File: src/rtl/sfx_if.sv
// Request/tone bus between the event logic (master) and the sfx scheduler (slave).
// The master raises req edges with sfx codes; the slave drives the 4-voice tone outputs.
interface sfx_if;
  logic [3:0]  req;
  logic [15:0] sfx0;
  logic [15:0] sfx1;
  logic [15:0] sfx2;
  logic [15:0] sfx3;
  logic [3:0]  t0;
  logic [3:0]  t1;
  logic [3:0]  t2;
  logic [3:0]  t3;
  logic        busy;
  logic [1:0]  active_id;
  logic        done;

  modport master (
    output req, sfx0, sfx1, sfx2, sfx3,
    input  t0, t1, t2, t3, busy, active_id, done
  );

  modport slave (
    input  req, sfx0, sfx1, sfx2, sfx3,
    output t0, t1, t2, t3, busy, active_id, done
  );
endinterface

File: src/rtl/sfx_scheduler.sv
// Fixed-priority scheduler that plays one queued sound effect at a time on the tone bus,
// with optional preemption of lower-priority effects and a silent gap after completion.
module sfx_scheduler #(
  parameter logic [31:0] MAIN_CLK_SPEED = 32'd12_288_000,
  parameter logic [31:0] PLAY_DIV       = 32'd10,
  parameter logic [31:0] GAP_TICKS      = 32'd0,
  parameter bit          PREEMPT        = 1'b1
) (
  input logic clk,
  input logic reset,
  sfx_if.slave bus
);

  localparam logic [31:0] PLAY_RAW   = (PLAY_DIV == 32'd0) ? 32'd0 : MAIN_CLK_SPEED / PLAY_DIV;
  localparam logic [31:0] PLAY_TICKS = (PLAY_RAW == 32'd0) ? 32'd1 : PLAY_RAW;

  typedef enum logic [1:0] {
    IDLE,
    PLAY,
    GAP
  } state_t;

  state_t      state;
  logic [3:0]  req_q;
  logic [3:0]  pending;
  logic [15:0] code [4];
  logic [31:0] counter;
  logic [15:0] tone_q;
  logic        busy_q;
  logic [1:0]  active_q;
  logic        done_q;

  logic [15:0] sfx_in [4];
  logic [3:0]  req_edge;
  logic [1:0]  sel;
  logic        start;
  logic [3:0]  grant_mask;

  assign sfx_in[0] = bus.sfx0;
  assign sfx_in[1] = bus.sfx1;
  assign sfx_in[2] = bus.sfx2;
  assign sfx_in[3] = bus.sfx3;

  assign req_edge = bus.req & ~req_q;

  // Lowest set index of the registered pending vector wins; scanning downward lets it overwrite.
  // NOTE: every always_comb output gets a default first so no path leaves it unassigned (no latch).
  always_comb begin
    sel = 2'd0;
    for (int i = 3; i >= 0; i--) begin
      if (pending[i]) sel = 2'(i);
    end
  end

  // A grant happens from IDLE, or from PLAY when a strictly higher-priority request is waiting.
  always_comb begin
    start = 1'b0;
    if (pending != 4'b0) begin
      if (state == IDLE) start = 1'b1;
      else if (PREEMPT && state == PLAY && sel < active_q) start = 1'b1;
    end
    grant_mask = start ? (4'b0001 << sel) : 4'b0000;
  end

  // NOTE: all state below is sequential and uses non-blocking assignments only, so every
  // read in this block sees the value from before the clock edge.
  always_ff @(posedge clk) begin
    if (reset) begin
      state    <= IDLE;
      req_q    <= bus.req;
      pending  <= 4'b0;
      counter  <= 32'd0;
      tone_q   <= 16'h0000;
      busy_q   <= 1'b0;
      active_q <= 2'd0;
      done_q   <= 1'b0;
      // NOTE: the four code slots form a tiny register file, so they are reset like any flop.
      for (int i = 0; i < 4; i++) code[i] <= 16'h0000;
    end else begin
      req_q   <= bus.req;
      done_q  <= 1'b0;
      // A new edge on a channel being granted this cycle keeps it pending (set wins).
      pending <= (pending & ~grant_mask) | req_edge;
      for (int i = 0; i < 4; i++) begin
        if (req_edge[i]) code[i] <= sfx_in[i];
      end

      if (start) begin
        state    <= PLAY;
        tone_q   <= code[sel];
        active_q <= sel;
        counter  <= 32'd0;
        busy_q   <= 1'b1;
      end else begin
        case (state)
          PLAY: begin
            if (counter == PLAY_TICKS - 32'd1) begin
              tone_q  <= 16'h0000;
              done_q  <= 1'b1;
              counter <= 32'd0;
              if (GAP_TICKS != 32'd0) begin
                state  <= GAP;
                busy_q <= 1'b1;
              end else begin
                state  <= IDLE;
                busy_q <= 1'b0;
              end
            end else begin
              counter <= counter + 32'd1;
            end
          end
          GAP: begin
            if (counter == GAP_TICKS - 32'd1) begin
              state   <= IDLE;
              busy_q  <= 1'b0;
              counter <= 32'd0;
            end else begin
              counter <= counter + 32'd1;
            end
          end
          default: begin
            state  <= IDLE;
            busy_q <= 1'b0;
          end
        endcase
      end
    end
  end

  assign bus.t0        = tone_q[15:12];
  assign bus.t1        = tone_q[11:8];
  assign bus.t2        = tone_q[7:4];
  assign bus.t3        = tone_q[3:0];
  assign bus.busy      = busy_q;
  assign bus.active_id = active_q;
  assign bus.done      = done_q;

endmodule

File: src/flat_wrapper.sv
// flat-port wrapper written by rule: the top's interface ports become plain ports
module sfx_scheduler_flat 
#(
  parameter logic [31:0] MAIN_CLK_SPEED = 32'd12_288_000,
  parameter logic [31:0] PLAY_DIV       = 32'd10,
  parameter logic [31:0] GAP_TICKS      = 32'd0,
  parameter bit          PREEMPT        = 1'b1
)
  (clk, reset, bus_req, bus_sfx0, bus_sfx1, bus_sfx2, bus_sfx3, bus_t0, bus_t1, bus_t2, bus_t3, bus_busy, bus_active_id, bus_done);
  sfx_if bus_i ();
  input logic clk;
  input logic reset;
  input wire logic [$bits(bus_i.req)-1:0] bus_req;
  input wire logic [$bits(bus_i.sfx0)-1:0] bus_sfx0;
  input wire logic [$bits(bus_i.sfx1)-1:0] bus_sfx1;
  input wire logic [$bits(bus_i.sfx2)-1:0] bus_sfx2;
  input wire logic [$bits(bus_i.sfx3)-1:0] bus_sfx3;
  output wire logic [$bits(bus_i.t0)-1:0] bus_t0;
  output wire logic [$bits(bus_i.t1)-1:0] bus_t1;
  output wire logic [$bits(bus_i.t2)-1:0] bus_t2;
  output wire logic [$bits(bus_i.t3)-1:0] bus_t3;
  output wire logic [$bits(bus_i.busy)-1:0] bus_busy;
  output wire logic [$bits(bus_i.active_id)-1:0] bus_active_id;
  output wire logic [$bits(bus_i.done)-1:0] bus_done;
  assign bus_i.req = bus_req;
  assign bus_i.sfx0 = bus_sfx0;
  assign bus_i.sfx1 = bus_sfx1;
  assign bus_i.sfx2 = bus_sfx2;
  assign bus_i.sfx3 = bus_sfx3;
  assign bus_t0 = bus_i.t0;
  assign bus_t1 = bus_i.t1;
  assign bus_t2 = bus_i.t2;
  assign bus_t3 = bus_i.t3;
  assign bus_busy = bus_i.busy;
  assign bus_active_id = bus_i.active_id;
  assign bus_done = bus_i.done;
  sfx_scheduler #(.MAIN_CLK_SPEED(MAIN_CLK_SPEED), .PLAY_DIV(PLAY_DIV), .GAP_TICKS(GAP_TICKS), .PREEMPT(PREEMPT)) u_core (.clk(clk), .reset(reset), .bus(bus_i));
endmodule
File: config.mk
export PLATFORM = sky130hd
export DESIGN_NAME = sfx_scheduler_flat
export DESIGN_NICKNAME = d
export VERILOG_FILES = /design/src/rtl/sfx_if.sv /design/src/rtl/sfx_scheduler.sv /design/src/flat_wrapper.sv
export SDC_FILE = /design/constraint.sdc
export NUM_CORES = 1
export LEC_CHECK = 0
export ABC_CLOCK_PERIOD_IN_PS = 2200
export CAP_MARGIN = 30
export CORE_MARGIN = 2
export CORE_UTILIZATION = 25
export DETAILED_ROUTE_END_ITERATION = 12
export GPL_TIMING_DRIVEN = 1
export PLACE_DENSITY = 0.53
export SKIP_CTS_REPAIR_TIMING = 1
export SYNTH_ARGS = -nofsm -noshare
export SYNTH_HDL_FRONTEND = slang
export SYNTH_SLANG_ARGS = --single-unit
File: constraint.sdc
create_clock -name clk -period 2.2 [get_ports clk]
set_input_delay 0.44 -clock clk [delete_from_list [all_inputs] [get_ports clk]]
set_output_delay 0.44 -clock clk [all_outputs]
set_load 0.02 [all_outputs]
; ---- Word-level counts from Yosys, hierarchy flattened
; Memories as Yosys holds them, arrays and structs flattened.
; Index checks and enable logic that the tools add are counted.
[classes]
reduce_logical = 11
muxes = 41
n_lt_le_gt_ge = 1
bitwise = 10
n_addsub = 1
n_eq_ne = 8
shifts = 1
[ops]
columns = operator, count
row1 = $mux 16, 7
row2 = $mux 32, 2
row3 = $pmux 32 s2, 1
row4 = $add 32x1->32 const B, 1
row5 = $eq 32x21->1 const B, 1
row6 = $eq 32x32->1 const B, 1
row7 = $mux 1, 22
row8 = $mux 2, 6
row9 = $and 4x4->4, 2
row10 = $not 4->4, 2
row11 = $reduce_and 2->1, 3
row12 = $reduce_bool 2->1, 3
row13 = $mux 4, 1
row14 = $or 1x1->1, 4
row15 = $or 4x4->4, 1
row16 = $pmux 2 s2, 1
row17 = $reduce_bool 4->1, 1
row18 = $shl 1x2->4 const A, 1
row19 = $ne 3x1->1 const B, 1
row20 = $ne 3x2->1 const B, 1
row21 = $reduce_or 3->1, 1
row22 = $eq 2x1->1 const B, 1
row23 = $eq 2x2->1 const B, 1
row24 = $logic_not 2->1, 1
row25 = 7 further kinds, 7
[totals]
mem_count = 1
wordCells = 83
out_inout_bits = 20
reg_bits = 62
ramBits = 64
[mem_list]
columns = name, depth, word_bits, read_ports, rd_ports_with_merged_regs, write_ports, line
row1 = u_core.code, 4, 16, 1, 0, 4, sfx_scheduler.sv:26  ; logic [15:0] code [4];

; ---- Logic depth before layout (Yosys ltp)
[depth]
depth_word = 13
ltp_mapped = 10
mapped_depth_nobuf = 8

; ---- Least setup slack after synthesis
; OpenSTA, ideal clock, no wires.
[synth_path]
kind = register to register
from = register u_core.counter[0]
to = register u_core.tone_q[10]
setup_slack_ns = 0.139
arrival_time_ns = 1.934
synth_period_minus_slack_ns = 2.061
path_buffers = 2
setup_ns = 0.127
stages_incl_launch_ff = 9
cell_sequence = dfxtp_1 > ha_1 > nand2_1 > nor4_4 > nand3b_2 > nor2b_1 > buf_2 > buf_6 > o2bb2ai_1
[synth_between]
elab_chain_cells = 3
[synth_lines]
columns = item, line
row1 = from (decl), sfx_scheduler.sv:27  ; logic [31:0] counter;
row2 = from (signal assigned), sfx_scheduler.sv:109  ; counter <= counter + 32'd1;
row3 = from (signal assigned), sfx_scheduler.sv:118  ; counter <= counter + 32'd1;
row4 = $eq 32x21->1, sfx_scheduler.sv:97  ; if (counter == PLAY_TICKS - 32'd1) begin
row5 = $reduce_bool 2->1 (no line), -
row6 = $reduce_and 2->1 (no line), -
row7 = to (signal assigned), sfx_scheduler.sv:90  ; tone_q <= code[sel];
row8 = to (decl), sfx_scheduler.sv:28  ; logic [15:0] tone_q;
; No other way between the ends.
; A chain may end at the register's enable or synchronous reset.

; ---- Worst setup path in the final report
[layout_path]
from = register u_core.pending[3]
to = register u_core.pending[1]
[layout_between]
elab_chain_cells = 13
word_cells_on_any_way = 15
classes_between = 1 x order compare / 1 x shift / 8 x mux / 3 x bitwise / 2 x reduce/logical
[layout_lines]
columns = item, line
row1 = from (decl), sfx_scheduler.sv:25  ; logic [3:0] pending;
row2 = from (signal assigned), sfx_scheduler.sv:83  ; pending <= (pending & ~grant_mask) | req_edge;
row3 = $mux 2 * (4 in a row), sfx_scheduler.sv:51  ; if (pending[i]) sel = 2'(i);
row4 = named net u_core.sel[1], sfx_scheduler.sv:35  ; logic [1:0] sel;
row5 = $lt 2x2->1, sfx_scheduler.sv:60  ; else if (PREEMPT && state == PLAY && sel < active_q) start = 1'b1;
row6 = $logic_and 1x1->1, sfx_scheduler.sv:60
row7 = $mux 1, sfx_scheduler.sv:60
row8 = $mux 1, sfx_scheduler.sv:59  ; if (state == IDLE) start = 1'b1;
row9 = $mux 1, sfx_scheduler.sv:58  ; if (pending != 4'b0) begin
row10 = $mux 4 *, sfx_scheduler.sv:62  ; grant_mask = start ? (4'b0001 << sel) : 4'b0000;
row11 = $not 4->4 *, sfx_scheduler.sv:83
row12 = $and 4x4->4 *, sfx_scheduler.sv:83
row13 = $or 4x4->4 *, sfx_scheduler.sv:83
; Mark *: on every way through the listed nets, which the timed path passes. The rest lies on a longest branch.

==> flow_summary.json <==
{
  "wl_met2_mm": 6.06,
  "die-area_um2": 21900,
  "leakage_nw": 2.61,
  "hp-start": "u_core.tone_q[3]",
  "p_per_area_nw_per_um2": 881,
  "reg2regPathDepth": 7,
  "fp.dieW_um": 148,
  "core_um2": 20300,
  "cts-buffers-inserted": 17,
  "placed_cells": 802,
  "grt_pass1_wl_mm": 20.3,
  "start_kind": "flip-flop",
  "critical_path_required_ns": 2.51,
  "hold_end": "u_core.tone_q[3]",
  "gp_congestion": 0.787,
  "arrival_ns": 2.40,
  "synth_top_area_share_pct": 37.1,
  "grt_max_degree": 30,
  "tightest_slew_ns": 0.965,
  "instances_no_fill": 835,
  "grt_overflow": 0,
  "vdd_drop_max_v": 0.000538,
  "synth_area_um2": 5180,
  "initialDrtViolationCount": 166,
  "dp_hpwl_mm": 9.39,
  "io_pins": 90,
  "finalCritPeriodShare_pct": 94.7,
  "initial_utilization_pct": 25.5,
  "reg2reg_from": "u_core.pending[3]",
  "r2r_end": "u_core.pending[1]",
  "hold_slack_ns": 0.467,
  "synth-async-reset-ratio_pct": 0,
  "htreeDepth": 4,
  "crit_type": "flip-flop to flip-flop",
  "cts.sinks": 124,
  "rrSetupSlack_ns": 0.12,
  "antenna_found_initial": 0,
  "fin_skew_ns": 0.0117,
  "via_per_inst": 4.49,
  "hold_viol": 0,
  "ys_seq_area_share_pct": 60.3,
  "yosysTopAreaCell": "edfxtp_1",
  "yosysWarnings": 0,
  "clock_latency_ns": 0.42,
  "drt-met1-wl_mm": 6.10,
  "clockBufferDepth": 2,
  "antenna_cells": 0,
  "max_freq_mhz": 480,
  "fill_cells": 2034,
  "wirelength_mm": 13.0,
  "path_clk_slew_ns": 0.06,
  "top_layer": "met4",
  "drc": 0,
  "drive_gt1_share_pct": 12.2,
  "syn_nets": 514,
  "finalSetupViolCount": 0,
  "startpoint": "u_core.pending[3]",
  "cts_tree": "yes",
  "row_count": 52,
  "dr.pass1.iters": 4,
  "outcome": "finished, final reports clean",
  "wl_per_cell_um": 15.6,
  "synth_cells": 442,
  "grt_pass1_vias": 3776,
  "synth-edff-count": 64,
  "drv_slew": 0,
  "via_count": 3748,
  "ys.flop_type": "edfxtp_1",
  "layout.nets": 624,
  "crit_fanout": 5,
  "area_delta_synth_final_pct": 38.2,
  "final.min_clock_period_ns": 2.08,
  "min-delay-path-class": "flip-flop to flip-flop",
  "drtAntennaViolNets": 0,
  "cts_root_buffer": "clkbuf_16",
  "route.met3.wl_um": 544,
  "slew_headroom_pct": 35.4,
  "rsz0062_at_grt": "true",
  "io_buffers": 89,
  "die_y_um": 148,
  "utilization_pct": 35.3,
  "synth_cell_types": 48,
  "yosys-top-cells-area": "edfxtp_1 (37%), dfxtp_1 (23%), and2_1 (7.7%)",
  "crit_path_end_kind": "flip-flop",
  "syn_area_per_cell_um2": 11.7,
  "ys_ff_latch": 124,
  "grtUsageTotal_pct": 12.3,
  "drv_cap": 0,
  "hold_depth": 1
}
[worst max path at each step]
| stage | slack [ns] | endpoint |
|---|---|---|
| after floorplan | 0.14 | u_core.tone_q[10] |
| after global placement | -0.01 | u_core.code[0][7] |
| after detailed placement | -0.09 | u_core.code[0][13] |
| after CTS | 0.004 | u_core.pending[1] |
| after global routing | -0.02 | u_core.pending[1] |
| final | 0.12 | u_core.pending[1] |
[worst max-delay path, stage by stage (launching register included)]
cell and delay, ns:
dfxtp_1 0.39, nor2_1 0.08, nor3_2 0.18, ha_1 0.27, o311a_1 0.14, o21a_1 0.22
or4_1 0.44, a31o_2 0.26
[registers in the layout, indices dropped and copies added, names as in the netlist]
register,cells
u_core.code,64
u_core.counter,32
u_core.tone_q,16
u_core.pending,4
u_core.req_q,4
u_core.bus.active_id,2
u_core.bus.busy,1
u_core.bus.done,1
[where the power goes]
group / total, W / switching [W] / internal, W
sequential: 0.00263 / 0.0000662 / 0.00257
combinational: 0.000713 / 0.000364 / 0.000349
clock: 0.00296 / 0.00113 / 0.00182
total: 0.00630 / 0.00156 / 0.00474
[layout by cell type, fill, tap and decap left out, types with 3 or more instances in the layout]
master	instances
clkdlybuf4s50_1	89
and2_1	64
edfxtp_1	64
dfxtp_1	58
nor2_1	46
xor2_1	25
buf_4	20
nand2_1	17
clkbuf_16	17
nand3_1	16
a22o_1	16
a221oi_1	16
o2bb2ai_1	16
nand4_1	13
nand2b_1	7
and3_1	6
xnor2_1	6
nor4_1	5
inv_6	5
a21oi_1	4
nor2b_1	3
a31o_2	3
o21ai_0	3
and4_1	3
inv_8	3
bufinv_16	3
buf_12	3
[synth_stat cells, types with 5 or more instances]
cell type and number:
nand2b_1 7, o2bb2ai_1 16, a22o_1 16, and2_1 64
nand3_1 16, edfxtp_1 64, clkbuf_1 12, nand4_1 13
a221oi_1 16, buf_2 6, dfxtp_1 60, and3_1 6
nand2_1 17, nor4_1 5, xor2_1 25, xnor2_1 6
nor2_1 46
[metrics by stage]
step / instance area, um2 / power [W] / setup TNS (ns) / setup WS [ns]
after floorplan: 5180 / 0.00302 / 0 / 0.139
final: 7160 / 0.00630 / 0 / 0.116
after global placement: 6520 / 0.00339 / -0.199 / -0.0142
after detailed placement: 6520 / 0.00339 / -2.35 / -0.0940
after CTS: 7140 / 0.00637 / 0 / 0.00394
after global routing: 7160 / 0.00654 / -0.0201 / -0.0201
[layer usage]
layer  vias to the layer above  GRT usage, %
met2                        85          18.7
li1                       1847             -
met5                         -             0
met4                         0          6.00
met1                      1796          16.1
met3                        20          3.27
[kinds of logic after synthesis]
family,count (synthesis),synth area share [%]
AND/OR/NAND/NOR,194,21.1
flip-flops,124,60.3
AO/OA/AOI/OAI,66,10.5
XOR/XNOR,31,5.25
buffers and inverters,24,2.10
adder cells (fa/ha/maj),2,0.483
multiplexers,1,0.193
[cell type report]
class	count	area, um2	share of cell area [%]
Multi-Input combinational cell	294	1950	27.3
Tap cell	270	338	4.72
Clock buffer	17	425	5.95
Sequential cell	124	3130	43.7
Timing Repair Buffer	112	1100	15.4
Inverter	3	11.3	0.157
Clock inverter	15	200	2.80
No activity file was read; power rests on OpenSTA's default activity.
